File: src/rtl/pipeline_ctrl.sv
// Stall/flush sequencer for a 5-stage pipeline: per-cycle hazard priority,
// a RUN/DRAIN/HALTED halt sequencer and a saturating stall-cycle counter.
module pipeline_ctrl #(
  parameter int CNT_W = 16
) (
  input  logic             CLK,
  input  logic             nRST,
  input  logic             ihit,
  input  logic             dhit,
  input  logic             dmem_req_mem,
  input  logic             dmemREN_ex,
  input  logic [4:0]       wsel_ex,
  input  logic [4:0]       rs_id,
  input  logic [4:0]       rt_id,
  input  logic             uses_rt_id,
  input  logic             redirect_ex,
  input  logic             halt_id,
  input  logic             halt_wb,
  output logic             pc_en,
  output logic             ifid_en,
  output logic             idex_en,
  output logic             exmem_en,
  output logic             memwb_en,
  output logic             ifid_flush,
  output logic             idex_flush,
  output logic             halted,
  output logic [CNT_W-1:0] stall_cnt,
  output logic [1:0]       state
);

  typedef enum logic [1:0] {
    ST_RUN    = 2'd0,
    ST_DRAIN  = 2'd1,
    ST_HALTED = 2'd2
  } state_t;

  state_t cur_state, nxt_state;

  logic dwait;
  logic loaduse;
  logic rs_match;
  logic rt_match;

  localparam logic [CNT_W-1:0] CNT_MAX = {CNT_W{1'b1}};

  assign dwait    = dmem_req_mem & ~dhit;
  assign rs_match = (wsel_ex == rs_id);
  assign rt_match = uses_rt_id & (wsel_ex == rt_id);
  // $zero is never a real dependency, so a load targeting r0 never stalls.
  assign loaduse  = dmemREN_ex & (wsel_ex != 5'd0) & (rs_match | rt_match);

  assign state = cur_state;

  // State register
  always_ff @(posedge CLK or negedge nRST) begin
    if (!nRST) begin
      cur_state <= ST_RUN;
    end else begin
      cur_state <= nxt_state;
    end
  end

  // Next-state logic
  always_comb begin
    nxt_state = cur_state;
    case (cur_state)
      ST_RUN: begin
        if (!dwait && !redirect_ex && !loaduse && halt_id) begin
          nxt_state = ST_DRAIN;
        end
      end
      ST_DRAIN: begin
        // A redirect means the HALT was fetched on the wrong path.
        if (dwait) begin
          nxt_state = ST_DRAIN;
        end else if (redirect_ex) begin
          nxt_state = ST_RUN;
        end else if (halt_wb) begin
          nxt_state = ST_HALTED;
        end
      end
      ST_HALTED: nxt_state = ST_HALTED;
      default:   nxt_state = ST_RUN;
    endcase
  end

  // Output logic
  always_comb begin
    pc_en      = 1'b1;
    ifid_en    = 1'b1;
    idex_en    = 1'b1;
    exmem_en   = 1'b1;
    memwb_en   = 1'b1;
    ifid_flush = 1'b0;
    idex_flush = 1'b0;
    halted     = 1'b0;
    if (!nRST) begin
      pc_en      = 1'b0;
      ifid_en    = 1'b0;
      idex_en    = 1'b0;
      exmem_en   = 1'b0;
      memwb_en   = 1'b0;
      ifid_flush = 1'b1;
      idex_flush = 1'b1;
    end else if (cur_state == ST_HALTED) begin
      pc_en    = 1'b0;
      ifid_en  = 1'b0;
      idex_en  = 1'b0;
      exmem_en = 1'b0;
      memwb_en = 1'b0;
      halted   = 1'b1;
    end else if (dwait) begin
      pc_en    = 1'b0;
      ifid_en  = 1'b0;
      idex_en  = 1'b0;
      exmem_en = 1'b0;
      memwb_en = 1'b0;
    end else if (redirect_ex) begin
      ifid_flush = 1'b1;
      idex_flush = 1'b1;
    end else begin
      if (loaduse) begin
        pc_en      = 1'b0;
        ifid_en    = 1'b0;
        idex_flush = 1'b1;
      end else if (!ihit && cur_state == ST_RUN) begin
        pc_en      = 1'b0;
        ifid_flush = 1'b1;
      end
      // While draining, fetch is stopped and only bubbles enter IF/ID.
      if (cur_state == ST_DRAIN) begin
        pc_en      = 1'b0;
        ifid_flush = 1'b1;
      end
    end
  end

  always_ff @(posedge CLK or negedge nRST) begin
    if (!nRST) begin
      stall_cnt <= '0;
    end else if (!pc_en && cur_state != ST_HALTED && stall_cnt != CNT_MAX) begin
      stall_cnt <= stall_cnt + 1'b1;
    end
  end

endmodule

File: config.mk
export PLATFORM = sky130hd
export DESIGN_NAME = pipeline_ctrl
export DESIGN_NICKNAME = d
export VERILOG_FILES = /design/src/rtl/pipeline_ctrl.sv
export SDC_FILE = /design/constraint.sdc
export NUM_CORES = 1
export LEC_CHECK = 0
export CORE_ASPECT_RATIO = 1.2
export CORE_MARGIN = 10
export CORE_UTILIZATION = 42
export DETAILED_ROUTE_END_ITERATION = 16
export PLACE_DENSITY = 0.91
export SLEW_MARGIN = 15
export SYNTH_ARGS = -nofsm -noshare
export SYNTH_HDL_FRONTEND = slang
export SYNTH_SLANG_ARGS = --single-unit
File: constraint.sdc
create_clock -name CLK -period 2.26 [get_ports CLK]
set_input_delay 0.339 -clock CLK [delete_from_list [all_inputs] [get_ports CLK]]
set_output_delay 0.339 -clock CLK [all_outputs]
set_load 0.05 [all_outputs]
* After elaboration in Yosys (flattened, before gate mapping)
Cells that the tools add are included.
** Operators by class
- Add/subtract/negate cells :: 1
- Equality and inequality tests :: 8
- Multiplexer cells :: 34
- Bitwise logic cells :: 6
- Reduce and logical (&&, ||, !) cells :: 14
** Operators with widths (number)
- $mux 1 :: 29
- $add 16x1->16 const B :: 1
- $ne 16x16->1 const B :: 1
- $eq 5x5->1 :: 2
- $mux 2 :: 4
- $logic_and 1x1->1 :: 6
- $pmux 2 s3 :: 1
- $logic_not 1->1 :: 5
- $reduce_bool 5->1 :: 1
- $and 1x1->1 :: 4
- $ne 2x2->1 const B :: 2
- $ne 4x4->1 const B :: 1
- $eq 2x1->1 const B :: 1
- $eq 2x2->1 const B :: 1
- $logic_not 2->1 :: 1
- $reduce_and 2->1 :: 1
- $not 1->1 :: 1
- $or 1x1->1 :: 1
** Word-level totals
- Register bits after elaboration :: 18
- Input port bits :: 25
- Output and inout bits :: 26

* Depth between registers and ports, before layout
- Depth in word-level cells :: 13
- Depth in mapped cells :: 8
- Depth with buffers taken out :: 7

* Least setup slack after synthesis
Ideal clock, no wire load.
- Path kind :: input to output
- Start :: input port wsel_ex[0]
- End :: output port ifid_flush
- Data arrival time :: 2462 ps
- Data required time :: 1921 ps
- Path slack :: -541 ps
- Stages on the path :: 5
- Cell sequence :: or4_1 > o21a_1 > a21oi_1 > nor3_1 > o31ai_1
** On the way
- Word-level cells in the longest chain between the ends :: 10
- Elaborated cells on any way between the ends :: 13
** RTL lines
- start: declaration :: RTL line 12 : input logic [4:0] wsel_ex,
- $eq 5x5->1 :: RTL line 48 : assign rt_match = uses_rt_id & (wsel_ex == rt_id);
- $and 1x1->1 :: RTL line 48
- $or 1x1->1 :: RTL line 50 : assign loaduse = dmemREN_ex & (wsel_ex != 5'd0) & (rs_match | rt_match);
- $and 1x1->1 (*) :: RTL line 50
- $mux 1 (*) :: RTL line 122 : if (loaduse) begin
- $mux 1 (*) :: RTL line 131 : if (cur_state == ST_DRAIN) begin
- $mux 1 (*) :: RTL line 118 : end else if (redirect_ex) begin
- $mux 1 (*) :: RTL line 112 : end else if (dwait) begin
- $mux 1 (*) :: RTL line 105 : end else if (cur_state == ST_HALTED) begin
- $mux 1 (*) :: RTL line 97 : if (!nRST) begin
- end: declaration :: RTL line 24 : output logic ifid_flush,
Every way passes the cells marked *; elsewhere a longest branch is shown, timed or not.

* Final worst setup path
- Start :: input port wsel_ex[2]
- End :: output port ifid_flush
The elaborated chain is that of the path after synthesis.

==> results.py <==
metrics = {
    "outcome": {
        "status": "completed",
    },
    "floorplan": {
        "dieArea_um2": 5375,
        "core_area_um2": 2759,
        "rows": 21,
        "floorplan.initialDensity_pct": 43.17,
        "fp.dieH_um": 78.34,
        "pin_count": 51,
        "die_w_um": 68.62,
    },
    "synth": {
        "synth_seq_area_share_pct": 37.82,
        "synth_top_area_cell": "dfrtp_1",
        "synth_cells": 120,
        "syn_nets": 146,
        "synthesis.area_um2": 1191,
        "synth_area_leaders": "dfrtp_1 38%, xnor2_1 8.8%, xor2_1 8.1%, nand2_1 3.5%, nor2_1 3.2%",
        "syn_avg_cell_area_um2": 9.926,
        "yosys_warnings": 0,
        "synth.distinct_cells": 39,
        "ys_ff_latch": 18,
        "synth_top_area_share_pct": 37.82,
    },
    "global_route": {
        "overflow": 0,
        "antenna_found_initial": 0,
        "grt_max_degree": 20,
        "grt_usage_pct": 14.83,
        "grt_pass1_wl_mm": 6.410,
        "grt_pass1_vias": 1327,
    },
    "pwr": {
        "power_w": 0.001913,
        "seq_power_share_pct": 28.5,
        "switching_share_pct": 48.15,
        "pwr-share-comb_pct": 63.0,
        "p_switching_w": 0.0009211,
        "vdd_drop_max_mv": 0.8628,
        "p_leak_nw": 0.8837,
        "p_int_w": 0.0009920,
        "p_per_area_nw_per_um2": 950.9,
        "clockPowerShare_pct": 8.5,
    },
    "placement": {
        "gp_congestion": 0.9504,
        "hpwlAfterDp_mm": 3.241,
        "place_area_um2": 1904,
        "io_buffers": 50,
    },
    "worst_setup_path": {
        "worst_ep_required_time_ns": 1.92,
        "cp-start-kind": "input port",
        "cp-endpoint": "ifid_flush",
        "end_kind": "output pin",
        "worstPathMaxFanout": 3,
        "r2r_setup_slack_ns": 0.18,
        "startpoint": "wsel_ex[2]",
        "reg2reg_from": "stall_cnt[0]",
        "worstRegToRegCells": 8,
        "cp.arrival_ns": 1.87,
        "reg2reg_to": "stall_cnt[6]",
        "path_class": "in -> out",
    },
    "timing": {
        "min_period_ns": 2.214,
        "hold_ws_ns": 0.4972,
        "fin_worst_skew_ns": 0.01136,
        "slew_viol_final": 0,
        "timing.final.crit_share_pct": 97.96,
        "slew_headroom_pct": 65.03,
        "finalSetupViolations": 0,
        "final_hold_viol_count": 0,
        "max_freq_mhz": 451.7,
        "tightestPinTransition_ns": 0.5229,
        "rsz0062_at_grt": "true",
    },
    "final_layout": {
        "area_growth_pct": 68.91,
        "stdcell_area_um2": 2012,
        "drive_gt1_share_pct": 27.03,
        "antenna_cells": 0,
        "nets": 212,
    },
    "clock_network": {
        "clk_path_buf_depth": 2,
        "cts_inserted_buffers": 3,
        "cts_tree": "built",
        "clock-sinks": 18,
        "clk_latency_ns": 0.29,
        "clk_pin_slew_ns": 0.10,
        "cts_root_buf": "clkbuf_4",
        "hold_buffers": 0,
        "htree_levels": 1,
    },
    "flow_run": {
        "maxCapViolCount": 0,
    },
    "routing": {
        "avgViaCountPerCell": 5.306,
        "wl_mm": 4.107,
        "ant_nets": 0,
        "drt_first_pass_iters": 4,
        "vias": 1162,
        "drc_errors": 0,
        "first_iter_violations": 38,
        "wire_per_inst_um": 18.75,
    },
    "min_path": {
        "hold_class": "in -> async",
    },
}
-- power groups by stage --
stage | Combinational (W) | Sequential [W] | Clock (W)
floorplan | 0.000419 | 0.000850 | 0
global placement | 0.00117 | 0.000536 | 0
detailed placement | 0.00120 | 0.000548 | 0
CTS | 0.00121 | 0.000545 | 0.000164
global route | 0.00127 | 0.000562 | 0.000180
finish | 0.00121 | 0.000546 | 0.000162
-- synth_stat cells (all sizes together) --
| cell type | count |
|---|---|
| nand3b | 1 |
| nor3b | 3 |
| xor2 | 11 |
| o22ai | 2 |
| a31oi | 1 |
| nor2 | 10 |
| buf | 4 |
| o31ai | 2 |
| dfrtp | 18 |
| nand2 | 11 |
| nand2b | 5 |
| ha | 1 |
| nand4 | 2 |
| and4 | 2 |
| or4 | 1 |
| a32oi | 1 |
| a21oi | 3 |
| nor4 | 1 |
| nor3 | 7 |
| a21boi | 1 |
| o21a | 2 |
| and2b | 1 |
| and2 | 2 |
| a2bb2oi | 2 |
| o21ai | 1 |
| o21bai | 1 |
| mux2 | 3 |
| xnor2 | 12 |
| o311a | 1 |
| nor4b | 3 |
| nor2b | 1 |
| nand3 | 4 |
-- area by class of cell --
type | instances | area, um2
clock buffer | 4 | 26.28
tap | 34 | 42.54
timing repair buffer | 65 | 715.7
sequential | 18 | 451.7
fill | 195 | 747.0
multi-input combinational | 98 | 775.7
-- state kept, by name (all words and copies together) (netlist names) --
name and cells:
stall_cnt 16, state 2
-- stage by stage --
stage | instances | setup TNS (ns) | util [%] | setup slack (ns)
after detailed placement | 212 | -2.698 | 69.02 | -0.3017
after global placement | 212 | -1.103 | 69.02 | -0.2435
after CTS | 219 | 0 | 71.11 | 0.002673
final | 219 | 0 | 72.93 | 0.04618
after global routing | 219 | -0.05051 | 72.93 | -0.03525
after floorplan | 120 | -0.2311 | - | -0.1174
-- cells in the final DEF, fill, tap and decap left out, drive strengths merged, types with 5 or more instances in the layout --
master | netlist | final
xnor2 | 12 | 12
clkbuf | 0 | 7
dlymetal6s2s | 0 | 7
nor2 | 10 | 10
clkdlybuf4s50 | 0 | 28
nor3 | 7 | 7
buf | 4 | 24
dfrtp | 18 | 18
xor2 | 11 | 11
nand2b | 5 | 5
nand2 | 11 | 11
-- critical path: stages --
cell	delay, ns
buf_2	0.11
or4_4	0.50
o21a_4	0.23
a21oi_2	0.16
nor3_2	0.06
o31ai_2	0.25
clkbuf_16	0.22
-- how the worst min path moves through the flow --
stage / slack [ns] / to / depth (start not counted) / start
floorplan: 0.04 / stall_cnt[0] / 0 / nRST
CTS: 0.50 / stall_cnt[1] / 2 / nRST
global placement: 0.47 / stall_cnt[10] / 1 / stall_cnt[10]
finish: 0.50 / stall_cnt[2] / 2 / nRST
detailed placement: 0.49 / stall_cnt[10] / 1 / stall_cnt[10]
global route: 0.52 / stall_cnt[10] / 1 / stall_cnt[10]
-- metal layers --
| layer | vias up | global-route usage, % | share of wire, % |
|---|---|---|---|
| li1 | 556 | - | - |
| met1 | 543 | 15.54 | 36 |
| met2 | 52 | 27.08 | 51 |
| met3 | 11 | 4.972 | 10 |
| met4 | 0 | 3.226 | 2.9 |
| met5 | - | 0 | 0 |
-- kinds of logic (layout without fill, tap and decap cells) --
family	Yosys count	count (layout)	synth area share [%]
DFF	18	18	37.81
AOI/OAI and AO/OA	17	17	12.71
xor gates and xnor gates	23	23	16.91
adders and majority gates	1	1	1.050
and+or+nand+nor	54	54	25.74
muxes	3	3	3.151
buffers and inverters	4	69	2.625
-- what timing repair did --
action                     CTS  global route
setup endpoints to repair    4             4
setup buffers                3             1
resized for setup           19            17
pin swaps                    8            17
Note: power is estimated with default switching activity, not from simulation.
